==> src/rtl/ir_fetch_seq_pkg.sv <==
// Shared opcode constants and state encodings for the t5 instruction register.
package ir_fetch_seq_pkg;

  localparam logic [2:0] CU_ADD        = 3'd0;
  localparam logic [2:0] CU_SUB        = 3'd1;
  localparam logic [2:0] CU_LDA        = 3'd2;
  localparam logic [2:0] CU_JMP        = 3'd3;
  localparam logic [2:0] CU_BAN        = 3'd4;
  localparam logic [2:0] CU_LONG_BEGIN = 3'd7;

  // Every short opcode from add through ban decodes; the rest are illegal.
  localparam logic [7:0] CU_LEGAL_MASK = (8'd1 << CU_ADD) | (8'd1 << CU_SUB) |
                                         (8'd1 << CU_LDA) | (8'd1 << CU_JMP) |
                                         (8'd1 << CU_BAN);

  localparam logic [1:0] IRS_IDLE = 2'd0;
  localparam logic [1:0] IRS_EXT  = 2'd1;
  localparam logic [1:0] IRS_HOLD = 2'd2;

endpackage

==> src/rtl/ir_fetch_seq_ext_shift.sv <==
// Extension-byte counter plus the shift that appends each byte below the
// bytes already collected, so the first extension byte lands most significant.
module ir_fetch_seq_ext_shift #(
  parameter int DATA_W    = 8,
  parameter int EXT_BYTES = 1,
  localparam int AD_W     = EXT_BYTES * DATA_W
) (
  input  logic              clk,
  input  logic              rst,
  input  logic              clear,
  input  logic              shift,
  input  logic [DATA_W-1:0] din,
  input  logic [AD_W-1:0]   cur,
  output logic [AD_W-1:0]   shifted,
  output logic              done
);

  localparam int CNT_W = $clog2(EXT_BYTES + 1);
  localparam logic [CNT_W-1:0] LAST = CNT_W'(EXT_BYTES - 1);

  logic [CNT_W-1:0] cnt_q, cnt_d;

  always_comb begin
    cnt_d = cnt_q;
    if (clear) begin
      cnt_d = '0;
    end else if (shift) begin
      cnt_d = cnt_q + 1'b1;
    end
  end

  always_ff @(posedge clk or posedge rst) begin
    if (rst) begin
      cnt_q <= '0;
    end else begin
      cnt_q <= cnt_d;
    end
  end

  assign done = shift && (cnt_q == LAST);

  generate
    if (AD_W == DATA_W) begin : g_single
      logic cur_unused;
      assign cur_unused = ^cur;
      assign shifted    = din;
    end else begin : g_multi
      assign shifted = {cur[AD_W-DATA_W-1:0], din};
    end
  endgenerate

endmodule

==> src/rtl/ir_fetch_seq.sv <==
// Instruction register: decodes short opcodes from one byte, assembles long
// instructions from an opcode byte plus extension bytes, holds op/ad for the CU.
module ir_fetch_seq
  import ir_fetch_seq_pkg::*;
#(
  parameter int                    DATA_W     = 8,
  parameter int                    OPC_W      = 3,
  parameter int                    EXT_BYTES  = 1,
  parameter logic [OPC_W-1:0]      LONG_CODE  = CU_LONG_BEGIN,
  parameter logic [2**OPC_W-1:0]   LEGAL_MASK = CU_LEGAL_MASK,
  localparam int                   AD_W       = EXT_BYTES * DATA_W
) (
  input  logic              clk,
  input  logic              rst,
  input  logic [DATA_W-1:0] in_data,
  input  logic              in_valid,
  output logic              in_ready,
  input  logic              flush,
  output logic [DATA_W-1:0] op,
  output logic [AD_W-1:0]   ad,
  output logic              is_long,
  output logic              illegal,
  output logic              out_valid,
  input  logic              out_ready
);

  localparam int LOW_W = DATA_W - OPC_W;

  logic [1:0]        state_q, state_d;
  logic [DATA_W-1:0] op_q, op_d;
  logic [AD_W-1:0]   ad_q, ad_d;
  logic              is_long_q, is_long_d;
  logic              illegal_q, illegal_d;
  logic              out_valid_q, out_valid_d;

  logic [OPC_W-1:0]  opc;
  logic              accept, decode_first, ext_clear, ext_shift, ext_done;
  logic [AD_W-1:0]   ext_ad;

  assign opc = in_data[DATA_W-1 -: OPC_W];

  // Both ports are valid/ready: a transfer happens on a rising edge where
  // valid && ready; the sender holds data stable while valid && !ready.
  // HOLD passes out_ready straight through so a new byte can replace a
  // consumed result on the same edge.
  assign in_ready = !flush && ((state_q == IRS_IDLE) || (state_q == IRS_EXT) ||
                               ((state_q == IRS_HOLD) && out_ready));
  assign accept       = in_valid && in_ready;
  assign decode_first = accept && ((state_q == IRS_IDLE) || (state_q == IRS_HOLD));
  assign ext_shift    = accept && (state_q == IRS_EXT);
  assign ext_clear    = flush || (decode_first && (opc == LONG_CODE));

  ir_fetch_seq_ext_shift #(
    .DATA_W   (DATA_W),
    .EXT_BYTES(EXT_BYTES)
  ) u_ext (
    .clk    (clk),
    .rst    (rst),
    .clear  (ext_clear),
    .shift  (ext_shift),
    .din    (in_data),
    .cur    (ad_q),
    .shifted(ext_ad),
    .done   (ext_done)
  );

  always_comb begin
    state_d     = state_q;
    op_d        = op_q;
    ad_d        = ad_q;
    is_long_d   = is_long_q;
    illegal_d   = illegal_q;
    out_valid_d = out_valid_q;
    if (flush) begin
      state_d     = IRS_IDLE;
      op_d        = '0;
      ad_d        = '0;
      is_long_d   = 1'b0;
      illegal_d   = 1'b0;
      out_valid_d = 1'b0;
    end else if (decode_first) begin
      is_long_d = 1'b0;
      if (opc == LONG_CODE) begin
        op_d        = in_data;
        ad_d        = '0;
        illegal_d   = 1'b0;
        out_valid_d = 1'b0;
        state_d     = IRS_EXT;
      end else begin
        op_d        = {opc, {LOW_W{1'b0}}};
        ad_d        = LEGAL_MASK[opc] ? AD_W'(in_data[LOW_W-1:0]) : '0;
        illegal_d   = !LEGAL_MASK[opc];
        out_valid_d = 1'b1;
        state_d     = IRS_HOLD;
      end
    end else if (ext_shift) begin
      ad_d = ext_ad;
      if (ext_done) begin
        is_long_d   = 1'b1;
        out_valid_d = 1'b1;
        state_d     = IRS_HOLD;
      end
    end else if ((state_q == IRS_HOLD) && out_ready) begin
      out_valid_d = 1'b0;
      state_d     = IRS_IDLE;
    end
  end

  always_ff @(posedge clk or posedge rst) begin
    if (rst) begin
      state_q     <= IRS_IDLE;
      op_q        <= '0;
      ad_q        <= '0;
      is_long_q   <= 1'b0;
      illegal_q   <= 1'b0;
      out_valid_q <= 1'b0;
    end else begin
      state_q     <= state_d;
      op_q        <= op_d;
      ad_q        <= ad_d;
      is_long_q   <= is_long_d;
      illegal_q   <= illegal_d;
      out_valid_q <= out_valid_d;
    end
  end

  assign op        = op_q;
  assign ad        = ad_q;
  assign is_long   = is_long_q;
  assign illegal   = illegal_q;
  assign out_valid = out_valid_q;

endmodule

==> config.mk <==
export PLATFORM = sky130hd
export DESIGN_NAME = ir_fetch_seq
export DESIGN_NICKNAME = d
export VERILOG_FILES = /design/src/rtl/ir_fetch_seq_pkg.sv /design/src/rtl/ir_fetch_seq_ext_shift.sv /design/src/rtl/ir_fetch_seq.sv
export SDC_FILE = /design/constraint.sdc
export NUM_CORES = 1
export LEC_CHECK = 0
export BUFFER_PORTS_ARGS = -buffer_cell sky130_fd_sc_hd__buf_2
export CAP_MARGIN = 20
export CORE_ASPECT_RATIO = 1.25
export CORE_MARGIN = 4
export CORE_UTILIZATION = 40
export DETAILED_ROUTE_END_ITERATION = 10
export GPL_ROUTABILITY_DRIVEN = 0
export SLEW_MARGIN = 0
export SYNTH_ARGS = -nofsm -noshare
export SYNTH_HDL_FRONTEND = slang
export SYNTH_SLANG_ARGS = --single-unit
export TNS_END_PERCENT = 1
==> constraint.sdc <==
create_clock -name clk -period 2.15 [get_ports clk]
set_input_delay 0.43 -clock clk [delete_from_list [all_inputs] [get_ports clk]]
set_output_delay 0.43 -clock clk [all_outputs]
set_load 0.05 [all_outputs]
After elaboration in Yosys (flattened, before gate mapping)
Memories as Yosys holds them, arrays and structs flattened.
Index checks and enable logic that the tools add are counted.
{ "word_totals": {"ff_bits": 22, "mem_count": 1, "rom_bits": 8, "mem_bits_rw": 0, "out_inout_bits": 20, "latch_bits": 0} }
{ "op_classes": {"reduce_logical": 21, "n_eq_ne": 4, "muxes": 29, "div": 0, "addsub": 1, "bitwise_logic": 1, "multipliers": 0, "order_cmp": 1, "shifts": 0} }
{ "memory_table": {"columns": ["memory", "words", "width", "rd", "rd_ports_with_merged_regs", "write_ports", "line_no", "source"], "rows": [
  ["(no name shown)", 8, 1, 1, 0, 0, "ir_fetch_seq.sv:92", "illegal_d = !LEGAL_MASK[opc];"]
]} }
{ "op_table": {"columns": ["cell", "n"], "rows": [
  ["8-bit two-way mux", 5],
  ["1-bit two-way mux", 15],
  ["5-bit two-way mux", 3],
  ["2-bit two-way mux", 6],
  ["1-bit logical AND", 7],
  ["3-bit nonzero test", 2],
  ["1-bit logical OR", 4],
  ["3-bit by 4-bit less-than comparator with 1-bit output, second input constant", 1],
  ["4-bit != test, second input constant", 1],
  ["2-bit AND reduction", 2],
  ["2-bit nonzero test", 2],
  ["4-bit nonzero test", 1],
  ["3-bit equality test, second input constant", 1],
  ["2-bit by 1-bit equality test with 1-bit output, second input constant", 1],
  ["2-bit equality test, second input constant", 1],
  ["1-bit zero test", 2],
  ["2-bit zero test", 1],
  ["1-bit adder, second input constant", 1],
  ["1-bit inverter", 1]
]} }

Depth between registers and ports, before layout
{ "logic_depth": {"depth_word": 11, "depth_mapped": 5, "depth_no_buf": 3} }

Cells and area by module
Synthesis repeated with hierarchy kept, for this count alone.
{ "hier_totals": {"hier_cells": 103, "area_unflattened_um2": 1127.3} }
{ "by_module_without_submodules": {"columns": ["module", "cells_per_inst", "n_inst", "area_per_inst_um2"], "rows": [
  ["ir_fetch_seq", 90, 1, 1017.2],
  ["ir_fetch_seq_ext_shift", 13, 1, 110.1]
]} }

Worst setup path before layout
OpenSTA, ideal clock, no wires.
{ "synth_timing": {"kind": "register to output", "startpoint": "register state_q[1]", "endpoint": "output port in_ready", "setup_slack_ns": 0.196, "stages_incl_launch_ff": 3, "path_buffers": 0, "arrival_time_ns": 1.524, "cell_sequence": "dfrtp_1 -> nor2b_1 -> nor2_1"} }
{ "synth_between": {"elab_chain_cells": 4, "word_cells_on_any_way": 7, "cone_classes": "eq/ne: 2; reduce/logical: 5"} }
{ "synth_lines": {"columns": ["item", "line_no", "source"], "rows": [
  ["start: declaration", "ir_fetch_seq.sv:29", "logic [1:0] state_q, state_d;"],
  ["start signal: assignment", "ir_fetch_seq.sv:118", "state_q <= state_d;"],
  ["2-bit by 1-bit equality test with 1-bit output, or another cell as far along", "ir_fetch_seq.sv:46", "assign in_ready = !flush && ((state_q == IRS_IDLE) || (state_q == IRS_EXT) ||"],
  ["1-bit logical OR / 1-bit logical AND (equally long branches)", "ir_fetch_seq.sv:46, ir_fetch_seq.sv:47", null],
  ["1-bit logical OR *", "ir_fetch_seq.sv:46", null],
  ["1-bit logical AND *", "ir_fetch_seq.sv:46", null],
  ["end: declaration", "ir_fetch_seq.sv:17", "output logic in_ready,"]
]} }
Mark *: on every way between the ends. The rest lies on a longest branch, timed or not.

Worst setup path after layout
Same ends and word-level chain as after synthesis.

==> results.sh <==
export IMPL_dieArea_um2=3582
export IMPL_fin_nets=149
export IMPL_ctsHoldBuffers=0
export IMPL_synthesis_nets=117
export IMPL_hold_class="primary input to async pin"
export IMPL_grt_max_degree=22
export IMPL_critPathBufInv=1
export IMPL_fmaxAchievable_ghz=0.5356
export IMPL_fin_ws_ns=0.2829
export IMPL_antenna_found_initial=0
export IMPL_area_growth_pct=18.18
export IMPL_worst_pin_slew_ns=0.7993
export IMPL_antenna_cells=0
export IMPL_htree_levels=1
export IMPL_crit_family="flip-flops"
export IMPL_setup_worst_path_class="flop to primary output"
export IMPL_startpoint_type="flop"
export IMPL_synth_cells=104
export IMPL_clock_sinks=21
export IMPL_cts_buffer_depth=2
export IMPL_core_um2=2502
export IMPL_rsz0062_at_grt="no"
export IMPL_final_common_cell="buf_2"
export IMPL_tns_ns=0
export IMPL_cts_root_buf="clkbuf_4"
export IMPL_end_kind="primary output"
export IMPL_cts_buffers=3
export IMPL_worst_path_largest_cell_delay_ns=0.47
export IMPL_crit_required_ns=1.72
export IMPL_initial_core_util_pct=42.90
export IMPL_wire_per_inst_um=14.22
export IMPL_synth_seq_cells=21
export IMPL_slowest_stage="dfrtp_1"
export IMPL_slew_viol_final=0
export IMPL_drtIter0Drc=17
export IMPL_path_max_fanout=8
export IMPL_slew_headroom_pct=46.65
export IMPL_ant_nets=0
export IMPL_cts_tree="yes"
export IMPL_grt_ovfl_total=0
export IMPL_dieHeight_um=65.92
export IMPL_layout_drive_gt1_share_pct=31.11
export IMPL_cts_clk_slew_worst_paths_ns=0.11
export IMPL_synth_seq_area_share_pct=48.95
export IMPL_clock_latency_ns=0.30
export IMPL_syn_cell_area_um2=1074
export IMPL_setup_violations=0
export IMPL_ys_types=31
export IMPL_post_cts_buffers=0
export IMPL_die_x_um=54.34
export IMPL_path_cells="nor2b_1 > nor2_1 > buf_2"
export IMPL_syn_avg_cell_area_um2=10.32
export IMPL_maxCapViolations=0
export IMPL_first_pass_iters=4
export IMPL_fin_skew_ns=0.004131
export IMPL_peakVddDrop_v=0.0002936
export IMPL_grt_pass1_vias=908
export IMPL_grt_pass1_wl_um=4022
export IMPL_dp_hpwl_um=1758
export IMPL_io_pins=33
export IMPL_mostFrequentLayoutCells="32 x buf_2, 21 x dfrtp_1, 10 x inv_1, 9 x o311ai_1, 9 x nand2_1"
export IMPL_rows=20
export IMPL_drc=0
export IMPL_wl_um=2389
export IMPL_status="complete, no violations"
export IMPL_portBuffers=32
export IMPL_vias=890
export IMPL_powerDensity_nw_per_um2=619.0
export IMPL_crit_arrival_ns=1.44
export IMPL_p_leak_uw=0.0006336
export IMPL_ys_warnings_count=0
export IMPL_layout_min_cycle_time_ns=1.867
export IMPL_period_share_pct=86.84
export IMPL_cts_resized=0
export IMPL_dp_slack_ns=0.4126
export IMPL_hold_viol=0
export IMPL_gr_usage_all_layers_pct=14.83
export IMPL_vias_per_cell=5.298
==> synthesized netlist by cell type <==
library cell	count	share of area [%]
o21ai_1	8	3.7
clkbuf_1	2	0.70
a2111oi_4	1	2.6
nor2b_1	4	2.3
o311ai_1	9	7.3
or3_4	1	1.0
nand2b_4	1	1.3
and2_1	1	0.58
nor2_1	2	0.70
nand2_1	9	3.1
a22o_1	3	2.4
o211a_1	1	0.93
buf_2	2	0.93
buf_6	2	2.1
a21oi_1	1	0.47
dfrtp_1	21	49
o22ai_1	2	1.2
nand2b_1	2	1.2
inv_2	2	0.70
xnor2_1	1	0.82
nor2b_4	1	1.3
and2b_1	1	0.70
a2bb2oi_1	1	0.82
inv_1	10	3.5
and3_1	1	0.58
o211ai_1	2	1.4
nor3b_1	1	0.70
o32ai_1	6	4.9
o31ai_1	1	0.70
o21ai_0	1	0.47
nand3_1	4	1.9
==> sequential cells by signal, indices dropped and copies added, names as in the netlist <==
register and cells:
op 8, illegal 1, ad 8, is_long 1, u_ext.cnt_q 1, state_q 2
==> worst paths after layout <==
path	start	endpoint	slack (ns)	cells after the start
hold reg to reg	ad[5]$_DFFE_PP0P_	ad[5]$_DFFE_PP0P_	0.52	1
hold / removal	rst	op[6]$_DFFE_PP0P_	0.26	2
max in group asynchronous	rst	op[0]$_DFFE_PP0P_	1.39	2
setup / recovery	state_q[1]$_DFFE_PP0P_	in_ready	0.28	3
min in group clk	in_data[4]	op[4]$_DFFE_PP0P_	0.37	3
setup reg to reg	state_q[1]$_DFFE_PP0P_	illegal$_DFFE_PP0P_	0.69	3
==> layout make-up <==
type,instances,area (um^2)
inverters,12,45.04
flip-flops and latches,21,525.5
multi-input cells,65,462.9
well taps,33,41.29
clock buffers,4,26.28
fillers,264,1234
repair buffers,33,167.7
==> metrics by stage <==
step	instances	power [uW]	util, %	area, um^2	hold slack, ns
3_5_place_dp	164	606.4	49.65	1242	0.4970
3_3_place_gp	164	605.5	49.65	1242	0.4862
5_1_grt	168	831.0	50.70	1269	0.3335
4_1_cts	168	795.4	50.70	1269	0.2877
2_1_floorplan	104	560.0	-	1074	0.4065
6_report	168	785.4	50.70	1269	0.2608
==> report_power, final <==
| part | internal (uW) | switching (uW) | total (uW) | leakage (uW) |
|---|---|---|---|---|
| Clock | 72.2 | 116 | 188 | 0.0000150 |
| Sequential | 411 | 9.83 | 420 | 0.000287 |
| Combinational | 48.9 | 128 | 177 | 0.000332 |
==> metal layers <==
metal / routed length [um] / global-route usage [%]
met1: 1116 / 20.96
met2: 1124 / 23.80
met3: 123 / 2.032
met4: 24 / 2.804
met5: 0 / 0
==> cells by family (layout without fill, tap and decap cells) <==
kind of cell / count (synthesis) / after routing / share of synthesized area, %
and+or+nand+nor: 28 / 28 / 15.38
AOI/OAI and AO/OA: 36 / 36 / 26.92
xor gates and xnor gates: 1 / 1 / 0.8160
buffers and inverters: 18 / 49 / 7.926
DFF: 21 / 21 / 48.95
Note: power is estimated with default switching activity, not from simulation.
